File: config.mk
export PLATFORM = sky130hd
export DESIGN_NAME = neuron_accumulator
export DESIGN_NICKNAME = d
export VERILOG_FILES = /design/src/rtl/neuron_accumulator.sv
export SDC_FILE = /design/constraint.sdc
export NUM_CORES = 1
export LEC_CHECK = 0
export CORE_MARGIN = 10
export CORE_UTILIZATION = 30
export CTS_BUF_LIST = sky130_fd_sc_hd__clkbuf_8
export CTS_CLUSTER_SIZE = 20
export DETAILED_ROUTE_END_ITERATION = 10
export GPL_TIMING_DRIVEN = 0
export PLACE_DENSITY = 0.53
export SYNTH_ARGS = -nofsm -noshare
export SYNTH_HDL_FRONTEND = slang
export SYNTH_SLANG_ARGS = --single-unit
export TNS_END_PERCENT = 100
File: constraint.sdc
create_clock -name clk -period 4 [get_ports clk]
set_input_delay 0.6 -clock clk [delete_from_list [all_inputs] [get_ports clk]]
set_output_delay 0.6 -clock clk [all_outputs]
set_load 0.01 [all_outputs]
File: src/rtl/neuron_accumulator.sv
// Sign-magnitude product accumulator with a clamped sign-magnitude result.
// Optional NEURON_ACC_RELU_EN: negative results are reported as zero.
module neuron_accumulator #(
  parameter int ACC_W = 24
) (
  input  logic        clk,
  input  logic        rst_n,
  input  logic        clear,
  input  logic        in_valid,
  output logic        in_ready,
  input  logic [15:0] in_prod,
  input  logic        in_last,
  output logic        out_valid,
  input  logic        out_ready,
  output logic [15:0] out_sum,
  output logic        out_sat
);

  typedef enum logic [1:0] {
    IDLE,
    ACCUM,
    HOLD
  } state_t;

  state_t r_state;
  state_t w_next;

  logic             r_run;
  logic [ACC_W-1:0] r_sum;

  logic             w_take;
  logic [ACC_W-1:0] w_beat;
  logic [ACC_W-1:0] w_addend;
  logic [ACC_W-1:0] w_total;
  logic             w_neg;
  logic [ACC_W-1:0] w_abs;
  logic             w_big;
  logic [14:0]      w_mag;
  logic [15:0]      w_res;
  logic             w_sat;

  // r_run keeps in_ready low until the first edge after reset release
  assign in_ready  = r_run && (r_state != HOLD);
  assign out_valid = (r_state == HOLD);
  assign w_take    = in_valid && in_ready;

  assign w_beat   = {{(ACC_W-15){1'b0}}, in_prod[14:0]};
  assign w_addend = in_prod[15] ? -w_beat : w_beat;
  assign w_total  = r_sum + w_addend;

  assign w_neg = w_total[ACC_W-1];
  assign w_abs = w_neg ? -w_total : w_total;
  assign w_big = |w_abs[ACC_W-1:15];
  assign w_mag = w_big ? 15'h7FFF : w_abs[14:0];

`ifdef NEURON_ACC_RELU_EN
  assign w_res = w_neg ? 16'h0000 : {1'b0, w_mag};
  assign w_sat = !w_neg && w_big;
`else
  assign w_res = {w_neg, w_mag};
  assign w_sat = w_big;
`endif

  always_comb begin
    w_next = r_state;
    unique case (r_state)
      IDLE, ACCUM: begin
        if (clear)
          w_next = IDLE;
        else if (w_take)
          w_next = in_last ? HOLD : ACCUM;
      end
      HOLD: begin
        if (out_ready)
          w_next = IDLE;
      end
      default: w_next = IDLE;
    endcase
  end

  always_ff @(posedge clk or negedge rst_n) begin
    if (!rst_n)
      r_state <= IDLE;
    else
      r_state <= w_next;
  end

  always_ff @(posedge clk or negedge rst_n) begin
    if (!rst_n) begin
      r_run   <= 1'b0;
      r_sum   <= '0;
      out_sum <= 16'h0000;
      out_sat <= 1'b0;
    end else begin
      r_run <= 1'b1;
      if (r_state == HOLD) begin
        if (out_ready)
          r_sum <= '0;
      end else if (clear) begin
        r_sum <= '0;
      end else if (w_take) begin
        r_sum <= w_total;
        if (in_last) begin
          out_sum <= w_res;
          out_sat <= w_sat;
        end
      end
    end
  end

endmodule

==> results of run 1 <==
==> what timing repair did <==
| item | in CTS | in global routing |
|---|---|---|
| setup endpoints to repair | 28 | 20 |
| buffers inserted | 27 | 8 |
| cloned | 1 | 0 |
| pin swaps | 36 | 29 |
| gates resized for setup | 84 | 43 |
==> layout make-up <==
type	count	area (µm²)
multi-input combinational	396	3200
clock buffer	5	68.8
sequential	44	1100
inverter	9	33.8
tap	176	220
clock inverter	3	42.5
buffer	18	113
fill	1337	7690
timing repair buffer	76	671
==> Yosys cell counts, types with 3 or more instances <==
| library cell | n | area, µm² |
|---|---|---|
| nand2b_1 | 4 | 25.0 |
| and4_1 | 3 | 26.3 |
| a211oi_1 | 7 | 52.6 |
| a31oi_1 | 3 | 18.8 |
| a21o_1 | 5 | 37.5 |
| o211ai_1 | 12 | 90.1 |
| a21oi_1 | 26 | 130 |
| dfrtp_1 | 44 | 1100 |
| or4_1 | 5 | 37.5 |
| nand3_1 | 9 | 45.0 |
| ha_1 | 27 | 338 |
| xnor2_1 | 34 | 298 |
| o32a_1 | 15 | 150 |
| nor4_1 | 5 | 31.3 |
| o21ai_1 | 6 | 30.0 |
| nand4_1 | 4 | 25.0 |
| o21a_1 | 13 | 97.6 |
| clkbuf_1 | 12 | 45.0 |
| nor2_1 | 22 | 82.6 |
| xor2_1 | 9 | 78.8 |
| nor3_1 | 16 | 80.1 |
| o41a_1 | 5 | 56.3 |
| buf_2 | 6 | 30.0 |
| a22o_1 | 15 | 131 |
| and2_1 | 5 | 31.3 |
| and3_1 | 8 | 50.1 |
| o21ai_0 | 37 | 185 |
| inv_1 | 9 | 33.8 |
| or3_1 | 6 | 37.5 |
| nand2_1 | 51 | 191 |
| nor3b_1 | 3 | 22.5 |
| o31ai_1 | 4 | 30.0 |
==> logic make-up (layout without fill, tap and decap cells) <==
logic type / count (synthesis) / in the layout
other: 1 / 1
XOR/XNOR: 43 / 43
multiplexers: 1 / 1
adder cells (fa/ha/maj): 28 / 28
buffers and inverters: 30 / 111
AO/OA/AOI/OAI: 174 / 174
flip-flops: 44 / 44
AND/OR/NAND/NOR: 149 / 149
==> state kept, by name, indices dropped and copies added (netlist names) <==
register,cells
out_sat,1
out_sum,16
r_run,1
r_state,2
r_sum,24
==> per-stage QoR <==
step           instance area, µm²  power [mW]
2_1_floorplan                4020        1.05
3_3_place_gp                 4630        1.28
3_5_place_dp                 4650        1.29
4_1_cts                      5210        1.75
5_1_grt                      5450        1.94
6_report                     5450        1.82
==> critical path, delay by kind of cell <==
| kind | cells | cell delay [ps] |
|---|---|---|
| AND/OR/NAND/NOR | 5 | 1910 |
| AO/OA/AOI/OAI | 7 | 1780 |
| buffers and inverters | 4 | 530 |
| adder cells (fa/ha/maj) | 1 | 300 |
| XOR/XNOR | 1 | 100 |
==> worst max-delay path by stage <==
stage	start	end	slack (ps)	cells past startpoint
finish	in_prod[0]	out_sum[0]	-1020	18
global route	in_prod[0]	out_sum[0]	-1120	18
CTS	in_prod[0]	out_sum[0]	-1040	18
detailed placement	in_prod[5]	out_sum[6]	-2300	19
global placement	in_prod[5]	out_sum[14]	-2180	19
floorplan	in_prod[1]	out_sum[13]	-1060	17
==> layer usage <==
metal | routed length (µm) | vias up
met2 | 6200 | 94
met3 | 566 | 20
met1 | 5740 | 1934
li1 | - | 1958
met5 | 0 | -
met4 | 275 | 0
==> power by group through the flow <==
stage	logic, mW	clock network (mW)	registers, mW
after floorplan	0.528	0	0.520
after global placement	0.762	0	0.520
after detailed placement	0.769	0	0.519
after CTS	0.880	0.358	0.511
after global routing	1.05	0.375	0.518
final	0.960	0.349	0.512
==> results.txt, run 1 <==
Run status = finished with violations
Failing checks = setup timing
1st-iter DRT viols = 163
Core Footprint = 13100 µm²
Syn_nets = 520
Critical path class = in2reg
# setup viols final = 16
Input/output buffers = 39
Worst-path clk slew = 90 ps
Routed WL = 12.8 mm
Post-Synth Simple-Gate Area = 0.188
Root Buffer Master = clkbuf_8
Min-delay worst type = in2async
Worst setup SP type = input port
Wire length per cell = 17.6 µm
Maxcap violations = 0
CP endpoint kind = flip-flop
DRT antenna net count = 0
Reg2Reg Depth = 13
Fraction of layout cells with a size suffix above 1 = 0.245
Routed via count = 4006
Synth Cell Area = 3980 µm²
Chip width = 135 µm
Worst-margin pin slew = 730 ps
Clock Power Share = 0.192
Seq pwr share = 0.281
Antenna diode count = 0
RSZ-0062 raised after global routing = yes
CP max stage cell = or4_4
Tcrit/Tclk final = 1.25
Vias/cell = 5.51
Critical path peak fanout = 6
CTS tree = done
Fmax = 199 MHz
CTS Hold Bufs = 0
Hold Slack = 220 ps
Antenna violations before repair = 0
Clk_skew = 5.83 ps
P_sw = 0.751 mW
Peak supply drop = 252 µV
Final hold violation count = 0
Post-Synth XOR/XNOR Area = 0.0947
GPL Wtd Cong = 0.833
Comb pwr share = 0.527
GRT overflow = 0
Nets = 600
Cell variety after synth = 63
First-pass GRT wire length = 21.3 mm
Initial Util = 0.303
Most used routing layer = met2
Rows = 42
Die Y = 135 µm
Sequential area share after synthesis = 0.277
Clk_lat worst skew = 310 ps
DRC Markers = 0
Final cell count without fillers = 727
Dpl cells = 686
Post-Synth Adder-Cell Area = 0.0900
Clock buffer depth = 2
Largest family of logic cells by synthesized area = compound AO/OA/AOI/OAI gates
R2R Path Start = r_sum[0]
Most frequent cells in the layout = 48 x nand2_1, 44 x dfrtp_1, 36 x buf_4, 31 x o21ai_0, 30 x xnor2_1
Leakage = 2.13 nW
Synthesis-to-layout area growth = 37.0%
Top_reg_cell synth = dfrtp_1
Layout Utilization = 0.415
Cells after Synth = 470
Internal power = 1.07 mW
Pwr dens = 334 nW/µm²
Largest net degree at the start of global routing = 27
Total GRT Usage = 0.141
Htree depth = 2
Syn_area_per_cell = 8.46 µm²
Tmin final = 5020 ps
Max-slew violations = 0
Clock sink total = 44
Hpwl dp = 9.75 mm
Vias in the first global route = 4156
M3 GR Usage = 0.0241
Crit-path max cell delay = 540 ps
Met1 usage = 0.177
Commonest non-fill, non-tap cell in the layout = nand2_1
DRT Pass-1 Iters = 4
IO Count = 41
Ys async rst share = 1.00
CP arrival = 5220 ps
Setup TNS = -15190 ps
Worst-path cell chain = buf_6 -> or2_1 -> or4_4 -> nand2b_4 -> o41a_1 -> ha_1 -> buf_6 -> buf_4 -> a21boi_1 -> a221o_2 -> o22ai_4 -> xnor2_2 -> or4_4 -> or4_4 -> a21oi_4 -> o211ai_4 -> buf_6 -> o32a_1
Yosys reg bits = 44
Slew Limit Headroom = 0.510
Synth warnings = 0
Reg-to-reg slack, setup = -340 ps
EDFF count, synth = 0
Multiplexer share of the synthesized area = 0.00283
Place WS = -2300 ps
Setup WS post-layout = -1020 ps
Compound-Gate Fraction of Synth Area = 0.315
Grt met2 use = 0.241
Die footprint = 18300 µm²
Num CTS Buffers = 5
Crit Reg-Reg Endpoint = out_sum[0]
Worst Path Required = 4200 ps
Switching share of power = 0.413
Power figures use the tool's default switching activity.
==> run 2, diff against run 1 <==
--- a/config.mk
+++ b/config.mk
@@ -11,7 +11,6 @@
 export CTS_CLUSTER_SIZE = 20
 export DETAILED_ROUTE_END_ITERATION = 10
 export GPL_TIMING_DRIVEN = 0
-export PLACE_DENSITY = 0.53
 export SYNTH_ARGS = -nofsm -noshare
 export SYNTH_HDL_FRONTEND = slang
 export SYNTH_SLANG_ARGS = --single-unit
==> run 2 against run 1 <==
Net effect:
- the flow still finishes with violations (setup timing)
- total power fell by 5.2%
- setup slack improved by 43 ps
- maximum frequency rose by 0.86%
- core utilization fell by 0.53 points
- clock skew rose by 2.6 ps
- hold slack improved by 49 ps
- largest power group unchanged
- highest routed layer unchanged
==> results.txt, run 2 (synthesized netlist as in run 1, its figures left out) <==
Failing checks = setup timing
Min-delay worst type = in2async
Seq pwr share = 0.298
Tot Pwr = 1.73 mW
Fraction of layout cells with a size suffix above 1 = 0.234
Vias in the first global route = 4050
Synthesis-to-layout area growth = 35.2%
Tmin final = 4980 ps
First-pass GRT wire length = 20.3 mm
Max-slew violations = 0
DRC Markers = 0
Final hold violation count = 0
Switching share of power = 0.419
GRT overflow = 0
Worst-margin pin slew = 725 ps
Finished Cell Area = 5380 µm²
Core Footprint = 13100 µm²
Largest register FFs = 24
DRT antenna net count = 0
Routed WL = 12.5 mm
Initial Util = 0.303
Nets = 597
Setup WS post-layout = -977 ps
RSZ-0062 raised after global routing = yes
CTS Hold Bufs = 0
Placed Area = 4660 µm²
Hpwl dp = 9.50 mm
Biggest register = r_sum
Worst Path Required = 4190 ps
1st-iter DRT viols = 202
Leakage = 2.12 nW
Critical path peak fanout = 7
Clock Power Share = 0.156
Regs by FF count = r_sum: 24 flops, out_sum: 16 flops, r_state: 2 flops
Root Buffer Master = clkbuf_8
# fillers = 1346
Clk_lat worst skew = 310 ps
Total GRT Usage = 0.135
Run status = finished with violations
Chip width = 135 µm
Tcrit/Tclk final = 1.24
Hold Slack = 268 ps
Setup TNS = -15340 ps
Die footprint = 18300 µm²
Clk_skew = 8.39 ps
Clock buffer depth = 2
Fmax = 201 MHz
Rows = 42
DRT Pass-1 Iters = 4
Worst-path clk slew = 80 ps
Antenna diode count = 0
CTS tree = done
Most frequent cells in the layout = 47 x nand2_1, 44 x dfrtp_1, 32 x buf_4, 31 x o21ai_0, 28 x xnor2_1
Antenna violations before repair = 0
GPL Wtd Cong = 0.928
Worst setup SP type = input port
Input/output buffers = 39
Die Y = 135 µm
# setup viols final = 16
IO Count = 41
Commonest non-fill, non-tap cell in the layout = nand2_1
Comb pwr share = 0.546
Routed via count = 4051
Pwr dens = 321 nW/µm²
Num CTS Buffers = 5
CP endpoint kind = flip-flop
Place WS = -2270 ps
Largest net degree at the start of global routing = 24
CP arrival = 5170 ps
Maxcap violations = 0
Peak supply drop = 184 µV
Htree depth = 2
Wire length per cell = 17.4 µm
Critical path class = in2reg
P_sw = 0.724 mW
Clock sink total = 44
Vias/cell = 5.60
Internal power = 1.00 mW
Slew Limit Headroom = 0.513
## run 2: cell count changes in the layout (fill, tap and decap cells not counted), moves of 2 or more
cell,previous run,this run
buf_4,36,32
buf_6,6,9
xnor2_2,4,6
a211oi_4,2,0
a211oi_2,6,8
buf_2,5,3
xnor2_1,30,28
## run 2: layout make-up
type,instances,area (µm²),area share
Multi-Input combinational cell,396,3170,0.589
Inverter,9,33.8,0.00628
Buffer,18,115,0.0214
Tap cell,176,220,0.0409
Sequential cell,44,1100,0.205
Timing Repair Buffer,73,658,0.122
Clock inverter,2,12.5,0.00233
Clock buffer,5,68.8,0.0128
## run 2: power by group through the flow
stage	Combinational (mW)	Sequential [mW]	Clock, mW
2_1_floorplan	0.528	0.520	0
3_3_place_gp	0.750	0.521	0
3_5_place_dp	0.763	0.521	0
4_1_cts	0.887	0.514	0.284
5_1_grt	1.02	0.520	0.298
6_report	0.942	0.515	0.270
## run 2: metal layers
layer	global-route usage	share of wire	vias to the layer above
li1	-	-	1950
met1	0.165	0.43	1969
met2	0.225	0.48	109
met3	0.0271	0.049	23
met4	0.0616	0.040	0
met5	0	0	-
## run 2: worst paths after layout
path,start,end,slack [ps],cells past startpoint
setup / recovery,in_prod[1],out_sum[12],-980,18
hold / removal,rst_n,r_sum[18],270,1
setup reg to reg,r_sum[0],out_sum[12],-200,13
hold reg to reg,r_state[1],r_state[0],470,1
max in group asynchronous,rst_n,r_state[1],3240,2
min in group clk,r_state[1],r_state[0],470,1
## run 2: worst max-delay path: stages
cell and delay (ps):
buf_6 90, or2_1 230, or4_4 440, nand2b_4 210, o41a_1 370, ha_1 320, buf_6 130, nand4_1 130
a211oi_2 60, a221o_2 470, o22ai_4 190, xnor2_2 100, or4_4 530, or4_4 540, a21oi_4 170, o211ai_4 130
buf_6 160, o32a_1 280
## run 2: metrics by stage
stage | std cells | util
detailed placement | 686 | 0.354
finish | 723 | 0.409
global route | 723 | 0.409
floorplan | 470 | -
global placement | 685 | 0.353
CTS | 716 | 0.398
## run 2: timing repair
action,in CTS,in global routing
resized for setup,87,34
buffers inserted,25,7
endpoints found under the setup margin,29,22
pin swaps,38,23
cloned,1,0
